==> config.mk <==
export PLATFORM = sky130hd
export DESIGN_NAME = fir_lane_serializer_flat
export DESIGN_NICKNAME = d
export VERILOG_FILES = /design/src/rtl/fir_lane_serializer_if.sv /design/src/rtl/fir_lane_serializer.sv /design/src/flat_wrapper.sv
export SDC_FILE = /design/constraint.sdc
export NUM_CORES = 1
export LEC_CHECK = 0
export BUFFER_PORTS_ARGS = -buffer_cell sky130_fd_sc_hd__buf_2
export CAP_MARGIN = 5
export CORE_MARGIN = 2
export CORE_UTILIZATION = 26
export CTS_BUF_LIST = sky130_fd_sc_hd__clkbuf_16
export DETAILED_ROUTE_END_ITERATION = 8
export SLEW_MARGIN = 20
export SYNTH_ARGS = -nofsm -noshare
export SYNTH_HDL_FRONTEND = slang
export SYNTH_SLANG_ARGS = --single-unit
==> constraint.sdc <==
create_clock -name i_clock -period 3.2 [get_ports i_clock]
set_input_delay 0.32 -clock i_clock [delete_from_list [all_inputs] [get_ports i_clock]]
set_output_delay 0.32 -clock i_clock [all_outputs]
set_load 0.05 [all_outputs]
==> src/rtl/fir_lane_serializer_if.sv <==
// fir_lane_serializer_if
//   Bundles the word-side and sample-side handshakes of fir_lane_serializer.
//   Signal names are taken from the serializer's point of view.
//   Ports:
//     i_data  : PARALLELISM packed signed lanes of NB_OUT bits, lane 0 oldest
//     i_valid : input word valid
//     o_ready : serializer can accept an input word
//     o_data  : serial signed sample, NB_SER bits
//     o_valid : o_data valid
//     i_ready : downstream accepts o_data
//     o_last  : current sample is the last lane of its word
//     o_ovf   : current sample did not fit in NB_SER bits
//   Modports: slave = the serializer, master = the surrounding environment.
interface fir_lane_serializer_if #(
  parameter int PARALLELISM = 2,
  parameter int NB_OUT      = 19,
  parameter int NB_SER      = 19
);
  logic        [NB_OUT*PARALLELISM-1:0] i_data;
  logic                                 i_valid;
  logic                                 o_ready;
  logic signed [NB_SER-1:0]             o_data;
  logic                                 o_valid;
  logic                                 i_ready;
  logic                                 o_last;
  logic                                 o_ovf;

  modport slave (
    input  i_data, i_valid, i_ready,
    output o_ready, o_data, o_valid, o_last, o_ovf
  );

  modport master (
    output i_data, i_valid, i_ready,
    input  o_ready, o_data, o_valid, o_last, o_ovf
  );
endinterface

==> src/rtl/fir_lane_serializer.sv <==
// fir_lane_serializer
//   Accepts one word of PARALLELISM FIR output lanes per handshake and emits
//   the lanes one sample per accepted beat, lane 0 first. A 2-word buffer
//   absorbs back-pressure. Samples can be narrowed from NB_OUT to NB_SER bits;
//   out-of-range samples raise o_ovf.
//   Build option: define FIR_LANE_SER_SAT_EN to saturate out-of-range
//   samples; otherwise they wrap (NB_SER LSBs kept).
//   Ports:
//     i_clock : clock
//     i_rst_n : asynchronous active-low reset
//     bus     : fir_lane_serializer_if.slave (word input, serial output)
module fir_lane_serializer #(
  parameter int PARALLELISM = 2,
  parameter int NB_OUT      = 19,
  parameter int NB_SER      = 19
) (
  input  logic                      i_clock,
  input  logic                      i_rst_n,
  fir_lane_serializer_if.slave      bus
);

  localparam int IDX_W  = (PARALLELISM > 1) ? $clog2(PARALLELISM) : 1;
  localparam int WORD_W = NB_OUT * PARALLELISM;

  // Sample does not fit when the bits above the NB_SER sign bit are not a
  // pure sign extension.
  function automatic logic ovf_chk(input logic signed [NB_OUT-1:0] v);
    logic [NB_OUT-NB_SER:0] top;
    top = v[NB_OUT-1:NB_SER-1];
    return !((&top) || !(|top));
  endfunction

  function automatic logic signed [NB_SER-1:0] reduce(input logic signed [NB_OUT-1:0] v);
`ifdef FIR_LANE_SER_SAT_EN
    if (ovf_chk(v))
      return v[NB_OUT-1] ? {1'b1, {(NB_SER-1){1'b0}}} : {1'b0, {(NB_SER-1){1'b1}}};
    else
      return v[NB_SER-1:0];
`else
    return v[NB_SER-1:0];
`endif
  endfunction

  // Word buffer (data only, no reset needed)
  logic [WORD_W-1:0]       mem_p0 [2];
  logic                    wr_ptr;
  logic                    rd_ptr;
  logic [1:0]              count;
  logic [1:0]              count_n;
  logic [IDX_W-1:0]        idx;
  logic                    ready_q;

  logic                    push;
  logic                    pop;
  logic                    retire;
  logic                    vld_p0;
  logic                    lane_last;
  logic [WORD_W-1:0]       head_p0;
  logic signed [NB_OUT-1:0] lane_p0;

  assign vld_p0    = (count != 2'd0);
  assign lane_last = (idx == IDX_W'(PARALLELISM-1));
  assign push      = bus.i_valid && ready_q;
  assign pop       = vld_p0 && bus.i_ready;
  assign retire    = pop && lane_last;
  assign count_n   = count + {1'b0, push} - {1'b0, retire};
  assign head_p0   = mem_p0[rd_ptr];

  always_comb begin
    lane_p0 = '0;
    for (int k = 0; k < PARALLELISM; k++)
      if (idx == IDX_W'(k)) lane_p0 = head_p0[k*NB_OUT +: NB_OUT];
  end

  // Control state
  always_ff @(posedge i_clock or negedge i_rst_n) begin
    if (!i_rst_n) begin
      count   <= 2'd0;
      wr_ptr  <= 1'b0;
      rd_ptr  <= 1'b0;
      idx     <= '0;
      ready_q <= 1'b0;
    end else begin
      count   <= count_n;
      // o_ready is registered from the next occupancy so that it never
      // depends combinationally on i_ready.
      ready_q <= (count_n != 2'd2);
      if (push) wr_ptr <= ~wr_ptr;
      if (retire) begin
        rd_ptr <= ~rd_ptr;
        idx    <= '0;
      end else if (pop) begin
        idx    <= idx + IDX_W'(1);
      end
    end
  end

  always_ff @(posedge i_clock) begin
    if (push) mem_p0[wr_ptr] <= bus.i_data;
  end

  // Output stage: gated by valid so outputs read zero while empty
  assign bus.o_ready = ready_q;
  assign bus.o_valid = vld_p0;
  assign bus.o_data  = vld_p0 ? reduce(lane_p0) : '0;
  assign bus.o_last  = vld_p0 && lane_last;
  assign bus.o_ovf   = vld_p0 && ovf_chk(lane_p0);

endmodule

==> src/flat_wrapper.sv <==
// flat-port wrapper written by rule: the top's interface ports become plain ports
module fir_lane_serializer_flat 
#(
  parameter int PARALLELISM = 2,
  parameter int NB_OUT      = 19,
  parameter int NB_SER      = 19
)
  (i_clock, i_rst_n, bus_i_data, bus_i_valid, bus_i_ready, bus_o_ready, bus_o_data, bus_o_valid, bus_o_last, bus_o_ovf);
  fir_lane_serializer_if #(.PARALLELISM(PARALLELISM), .NB_OUT(NB_OUT), .NB_SER(NB_SER)) bus_i ();
  input  logic i_clock;
  input  logic i_rst_n;
  input wire logic [$bits(bus_i.i_data)-1:0] bus_i_data;
  input wire logic [$bits(bus_i.i_valid)-1:0] bus_i_valid;
  input wire logic [$bits(bus_i.i_ready)-1:0] bus_i_ready;
  output wire logic [$bits(bus_i.o_ready)-1:0] bus_o_ready;
  output wire logic [$bits(bus_i.o_data)-1:0] bus_o_data;
  output wire logic [$bits(bus_i.o_valid)-1:0] bus_o_valid;
  output wire logic [$bits(bus_i.o_last)-1:0] bus_o_last;
  output wire logic [$bits(bus_i.o_ovf)-1:0] bus_o_ovf;
  assign bus_i.i_data = bus_i_data;
  assign bus_i.i_valid = bus_i_valid;
  assign bus_i.i_ready = bus_i_ready;
  assign bus_o_ready = bus_i.o_ready;
  assign bus_o_data = bus_i.o_data;
  assign bus_o_valid = bus_i.o_valid;
  assign bus_o_last = bus_i.o_last;
  assign bus_o_ovf = bus_i.o_ovf;
  fir_lane_serializer #(.PARALLELISM(PARALLELISM), .NB_OUT(NB_OUT), .NB_SER(NB_SER)) u_core (.i_clock(i_clock), .i_rst_n(i_rst_n), .bus(bus_i));
endmodule
==> reports/qor.txt, run 1 <==
status: complete, no violations
CTS tree: yes
die area: 13200 um^2
FP Rows: 40
Via density: 4.28
Clk pin slew, worst setup/hold paths: 0.06 ns
largest stage delay on the critical path: 0.47 ns
Initial Utilization: 26.7%
post-synthesis sequential area ratio: 75.9%
initial antenna violation count: 0
startpoint types: flip-flop
Post-synth EDFFs: 76
drt total wl: 5840 um
Syn Inst Count: 172
H-tree depth: 3
post-synth top area cell: edfxtp_1
Die Span Y: 115 um
clk_skew: 0.00446 ns
GRT overflow: 0
relative slew slack: 36.0%
CP endpoint kind: output pin
Hold WC Path Type: primary input to flip-flop
synth unique cells: 20
fmax: 0.435 GHz
post-route setup slack: 0.899 ns
largest net degree at the start of global routing: 39
Avg Inst Size Synth: 18.6 um^2
vias in the first global route: 1765
CTS Buf Count: 9
synthesized area: 3200 um^2
Buf/Inv on CP: 2
Syn Nets: 216
crit path DAT: 1.98 ns
warnings from Yosys: 0
area occupied by multi-input gates: 661 um^2
area share of the largest cell type after synthesis: 71.2%
routed len/inst: 14.9 um
GPL Wtd Cong: 0.715
main flop type after synthesis: edfxtp_1
top fanout value on the critical path: 12
Fin. Hold Viols: 0
diode count: 0
number of endpoints failing setup at the final stage: 0
root buf cell: clkbuf_16
share of post-route cells with drive strength above 1: 35.8%
Critical Path, Cell by Cell: o21ai_2, buf_4, o22ai_1, buf_2
# DRC: 0
register bit total from synthesis: 82
Routed Antenna Nets: 0
Tmin final: 2.30 ns
Worst-Margin Slew: 0.960 ns
post-layout net count: 285
Layout area overhead: 24.1%
gr usage total: 9.48%
DRT Pass-1 Iters: 4
DR iter-0 viols: 72
global-route wire length before repair: 9050 um
Core ar.: 12000 um^2
DP Worst Slack: 1.18 ns
RSZ-0062 raised after global routing: no
Async SR Flop Fraction: 7.32%
WP data required: 2.88 ns
pwr dens: 1150 nW/um^2
clock sink total: 82
total via count in the routed design: 1682
Peak VDD IR: 0.000617 V
max-slew violation count: 0
Synth area leaders: edfxtp_1 (71%), mux2i_1 (12%), dfrtp_1 (4.7%)
detailed placer's ending HPWL: 3720 um
clk_lat worst skew: 0.33 ns
Reg area: 2430 um^2
# fillers: 1167
CP delay by family, top: compound AO/OA/AOI/OAI gates
kind of critical path: flip-flop to output pin
TNS Setup: 0 ns
number of port buffers: 63
clock buffer depth: 2
Tcrit/Tclk final: 71.9%
most frequent cells after synthesis: edfxtp_1 (76), mux2i_1 (39), o22ai_1 (19), dfrtp_1 (6), xnor2_1 (5)
Max-Cap Viols: 0
count leader, synth: edfxtp_1
leak pwr: 1.55 nW
Top Ports: 65
slowest CP cell: o21ai_2
DIE WIDTH: 115 um
## power by group
group	total [mW]	internal (mW)	switching [mW]
registers	1.60	1.45	0.147
clock network	1.07	0.681	0.394
logic	1.88	0.535	1.35
total	4.56	2.67	1.89
## layout by cell type (no fill, tap or decap)
master,count
nor2_4,1
dlygate4sd3_1,1
edfxtp_1,76
clkinv_4,2
clkinvlp_4,1
buf_4,2
xnor2_1,5
or2_2,1
o21ai_2,1
bufinv_16,2
o22ai_1,19
inv_1,4
clkinv_2,1
buf_2,63
nor2_1,1
dfrtp_1,5
conb_1,1
o21ai_1,1
buf_12,1
nand2_1,1
clkinv_1,1
o21bai_4,1
ha_1,2
mux2i_1,39
clkbuf_16,9
o211ai_1,1
dfrtp_2,1
inv_2,1
and3_2,1
nor2b_1,1
## metal layers
metal / GRT usage, % / up-vias / part of all wire [%]
met5: 0 / - / 0
met4: 3.61 / 0 / 1.4
met3: 4.22 / 7 / 6.1
met2: 16.0 / 54 / 50
met1: 10.6 / 811 / 43
li1: - / 810 / -
## stage by stage
step | power [mW] | cell area (um^2) | hold slack [ns] | instances | utilization, %
after CTS | 4.63 | 3980 | 0.158 | 393 | 33.1
after global placement | 3.52 | 3650 | 0.154 | 376 | 30.4
final | 4.56 | 3980 | 0.171 | 393 | 33.1
after detailed placement | 3.54 | 3650 | 0.158 | 376 | 30.4
after floorplan | 3.15 | 3200 | 0.0244 | 172 | -
after global routing | 4.80 | 3980 | 0.156 | 393 | 33.1
## final cells by class
type | count | area share, %
tap | 147 | 4.63
multi-input combinational | 76 | 16.6
inverter | 5 | 0.472
sequential | 82 | 61.2
timing repair buffer | 67 | 9.06
clock inverter | 7 | 2.36
clock buffer | 9 | 5.66
## kinds of logic (layout without fill, tap and decap cells)
| group | count (synthesis) | after routing | share of synthesized area, % |
|---|---|---|---|
| flops | 82 | 82 | 75.9 |
| mux | 39 | 39 | 12.2 |
| compound gates | 23 | 23 | 4.84 |
| buf+inv | 14 | 88 | 3.83 |
| simple gates | 6 | 6 | 0.938 |
| xor+xnor | 5 | 5 | 1.37 |
| fa+ha+maj | 2 | 2 | 0.781 |
| other cells | 1 | 1 | 0.117 |
## worst reg2reg max path: cells and delay by family, from the launching register on
kind	cells	cell delay (ns)
flip-flops	1	0.46
adder cells (fa/ha/maj)	2	0.46
AO/OA/AOI/OAI	1	0.27
XOR/XNOR	1	0.27
multiplexers	1	0.21
buffers and inverters	2	0.12
## final timing paths
path	start	cells after the start	slack (ns)	endpoint
setup / recovery	u_core.count[1]	4	0.90	bus_o_data[11]
hold / removal	bus_i_data[18]	1	0.17	u_core.mem_p0[0][18]
setup reg to reg	u_core.count[1]	7	1.34	u_core.bus.o_ready
hold reg to reg	u_core.wr_ptr	1	0.55	u_core.wr_ptr
max in group asynchronous	i_rst_n	2	2.69	u_core.rd_ptr
min in group asynchronous	i_rst_n	2	0.35	u_core.bus.o_ready
## flip-flops by register name (all words and copies together), names as in the netlist
name,count
u_core.idx,1
u_core.rd_ptr,1
u_core.wr_ptr,1
u_core.mem_p0,76
u_core.bus.o_ready,1
u_core.count,2
## repair_timing
item,in CTS,in global routing
setup buffers,0,0
hold buffers,1,0
gates resized for setup,0,0
hold endpoints to repair,6,0
endpoints found under the setup margin,0,0
Note: power is estimated with default switching activity, not from simulation.
==> run 2: changes to the inputs <==
- clock period: 3.2 -> 2.4 ns (I/O delays scaled with it)
==> run 2 against run 1 <==
Net effect: combinational power up 39%; utilization rose by 0.28 points; die area unchanged; critical path type unchanged; power grew 34%; non-clock buffer count up 4; worst setup slack got worse by 0.58 ns; largest power group unchanged; highest routed layer unchanged.
==> reports/qor.txt, run 2 (synthesis gave the netlist of run 1 again) <==
crit path DAT: 1.84 ns (-0.14 ns)
CP endpoint kind: output pin
Max-Cap Viols: 0 (unchanged)
root buf cell: clkbuf_16
Layout Cells excl Fill: 397 (+1.0%)
post-layout net count: 289 (+1.4%)
largest net degree at the start of global routing: 23 (-41%)
DRT Pass-1 Iters: 4 (unchanged)
met3 GRT Util: 4.38% (+0.16 points)
status: complete, no violations
gr usage total: 9.70% (+0.22 points)
register bank with the most flops: u_core.mem_p0
kind of critical path: flip-flop to output pin
Hold WC Path Type: primary input to flip-flop
max reg flops: 76 (unchanged)
diode count: 0 (unchanged)
Tcrit/Tclk final: 86.7%
relative slew slack: 58.1% (+22 points)
GRT busiest layer: met2
largest registers: u_core.mem_p0 x76, u_core.count x2
most frequent cells in the layout: edfxtp_1 (76), buf_2 (63), mux2i_1 (39), o22ai_1 (19), clkbuf_16 (9)
die area: 13200 um^2 (unchanged)
Tmin final: 2.08 ns
initial antenna violation count: 0 (unchanged)
clk_skew: 0.00351 ns (-0.000952 ns)
leak pwr: 1.57 nW (+1.6%)
pwr dens: 1520 nW/um^2 (+33%)
startpoint types: flip-flop
TNS Setup: 0 ns (unchanged)
Peak VDD IR: 0.000829 V (+34%)
# DRC: 0 (unchanged)
FP Rows: 40 (unchanged)
Routed Antenna Nets: 0 (unchanged)
number of endpoints failing setup at the final stage: 0 (unchanged)
RSZ-0062 raised after global routing: no
Setup Buffers After CTS: 0 (unchanged)
DIE WIDTH: 115 um (unchanged)
number of port buffers: 63 (unchanged)
clock sink total: 82 (unchanged)
detailed placer's ending HPWL: 4000 um (+7.5%)
GRT overflow: 0 (unchanged)
global-route wire length before repair: 9290 um (+2.7%)
CTS Buf Count: 9 (unchanged)
Power Total: 6.10 mW (+34%)
H-tree depth: 3 (unchanged)
commonest non-fill, non-tap cell in the layout: edfxtp_1
WP data required: 2.16 ns (-0.72 ns)
clk_lat worst skew: 0.33 ns (about the same)
Clk pin slew, worst setup/hold paths: 0.06 ns (about the same)
share of post-route cells with drive strength above 1: 36.4% (+0.63 points)
total via count in the routed design: 1711 (+1.7%)
met1 GRT Util: 10.8% (+0.20 points)
GPL Wtd Cong: 0.705 (-1.4%)
fmax: 0.481 GHz
drt total wl: 5950 um (+1.8%)
CTS tree: yes
DR iter-0 viols: 49 (-32%)
routed len/inst: 15.0 um (+0.81%)
Worst-Margin Slew: 0.627 ns (-0.334 ns)
top fanout value on the critical path: 8 (-4)
final core occ: 33.4% (+0.28 points)
Initial Utilization: 26.7% (unchanged)
final hold slack: 0.0909 ns (-0.0798 ns)
Fin. Hold Viols: 0 (unchanged)
placed insts: 380 (+1.1%)
GR Layer Usage met2: 16.1% (+0.078 points)
Top Ports: 65 (unchanged)
max-slew violation count: 0 (unchanged)
vias in the first global route: 1819 (+3.1%)
clock buffer depth: 2 (unchanged)
# fillers: 1173 (+0.51%)
Via density: 4.31 (+0.70%)
CTS Hold Bufs: 1 (unchanged)
post-cts gate resize count: 0 (unchanged)
Layout area overhead: 25.2%
Core ar.: 12000 um^2 (unchanged)
Die Span Y: 115 um (unchanged)
==> run 2: changes by cell type in the layout (fill, tap and decap cells not counted), sizes merged <==
cell	delta
clkinv	-1
inv	+1
buf	+4
==> run 2: layout make-up <==
cell class	instances	area, um^2	share of cell area [%]
Clock inverter	7	85.1	2.12
Clock buffer	9	225	5.62
Timing Repair Buffer	71	403	10.0
Multi-Input combinational cell	76	661	16.5
Sequential cell	82	2430	60.7
Inverter	5	18.8	0.468
Tap cell	147	184	4.59
==> run 2: worst max-delay path: stages, from the launching register on <==
cell and delay (ns):
dfrtp_1 0.47, o21ai_2 0.41, buf_4 0.26, o22ai_1 0.11, buf_2 0.25
==> run 2: worst paths after layout <==
kind | start | to | slack [ns] | cells past startpoint
hold reg to reg | u_core.idx | u_core.idx | 0.56 | 1
hold / removal | bus_i_data[10] | u_core.mem_p0[0][10] | 0.09 | 1
min in group asynchronous | i_rst_n | u_core.bus.o_ready | 0.26 | 2
setup / recovery | u_core.count[1] | bus_o_data[14] | 0.32 | 4
max in group asynchronous | i_rst_n | u_core.rd_ptr | 1.97 | 2
setup reg to reg | u_core.count[1] | u_core.bus.o_ready | 0.54 | 7
==> run 2: per-layer routing <==
layer | vias to the layer above | routed length (um) | share of wire (%)
met5 | - | 0 | 0
met4 | 0 | 111 | 1.9
met3 | 9 | 392 | 6.6
met2 | 56 | 2970 | 50
met1 | 831 | 2480 | 42
li1 | 815 | - | -
==> run 2: stage by stage <==
step | setup slack (ns) | instance area [um^2]
floorplan | 0.152 | 3210
global placement | 0.600 | 3690
detailed placement | 0.540 | 3690
CTS | 0.226 | 4010
global route | 0.170 | 4010
finish | 0.320 | 4010
==> run 2: where the power goes <==
group | total [mW] | switching [mW] | internal [mW]
Sequential | 2.09 | 0.151 | 1.93
Clock | 1.41 | 0.508 | 0.898
Combinational | 2.61 | 1.85 | 0.763
Total | 6.10 | 2.51 | 3.60
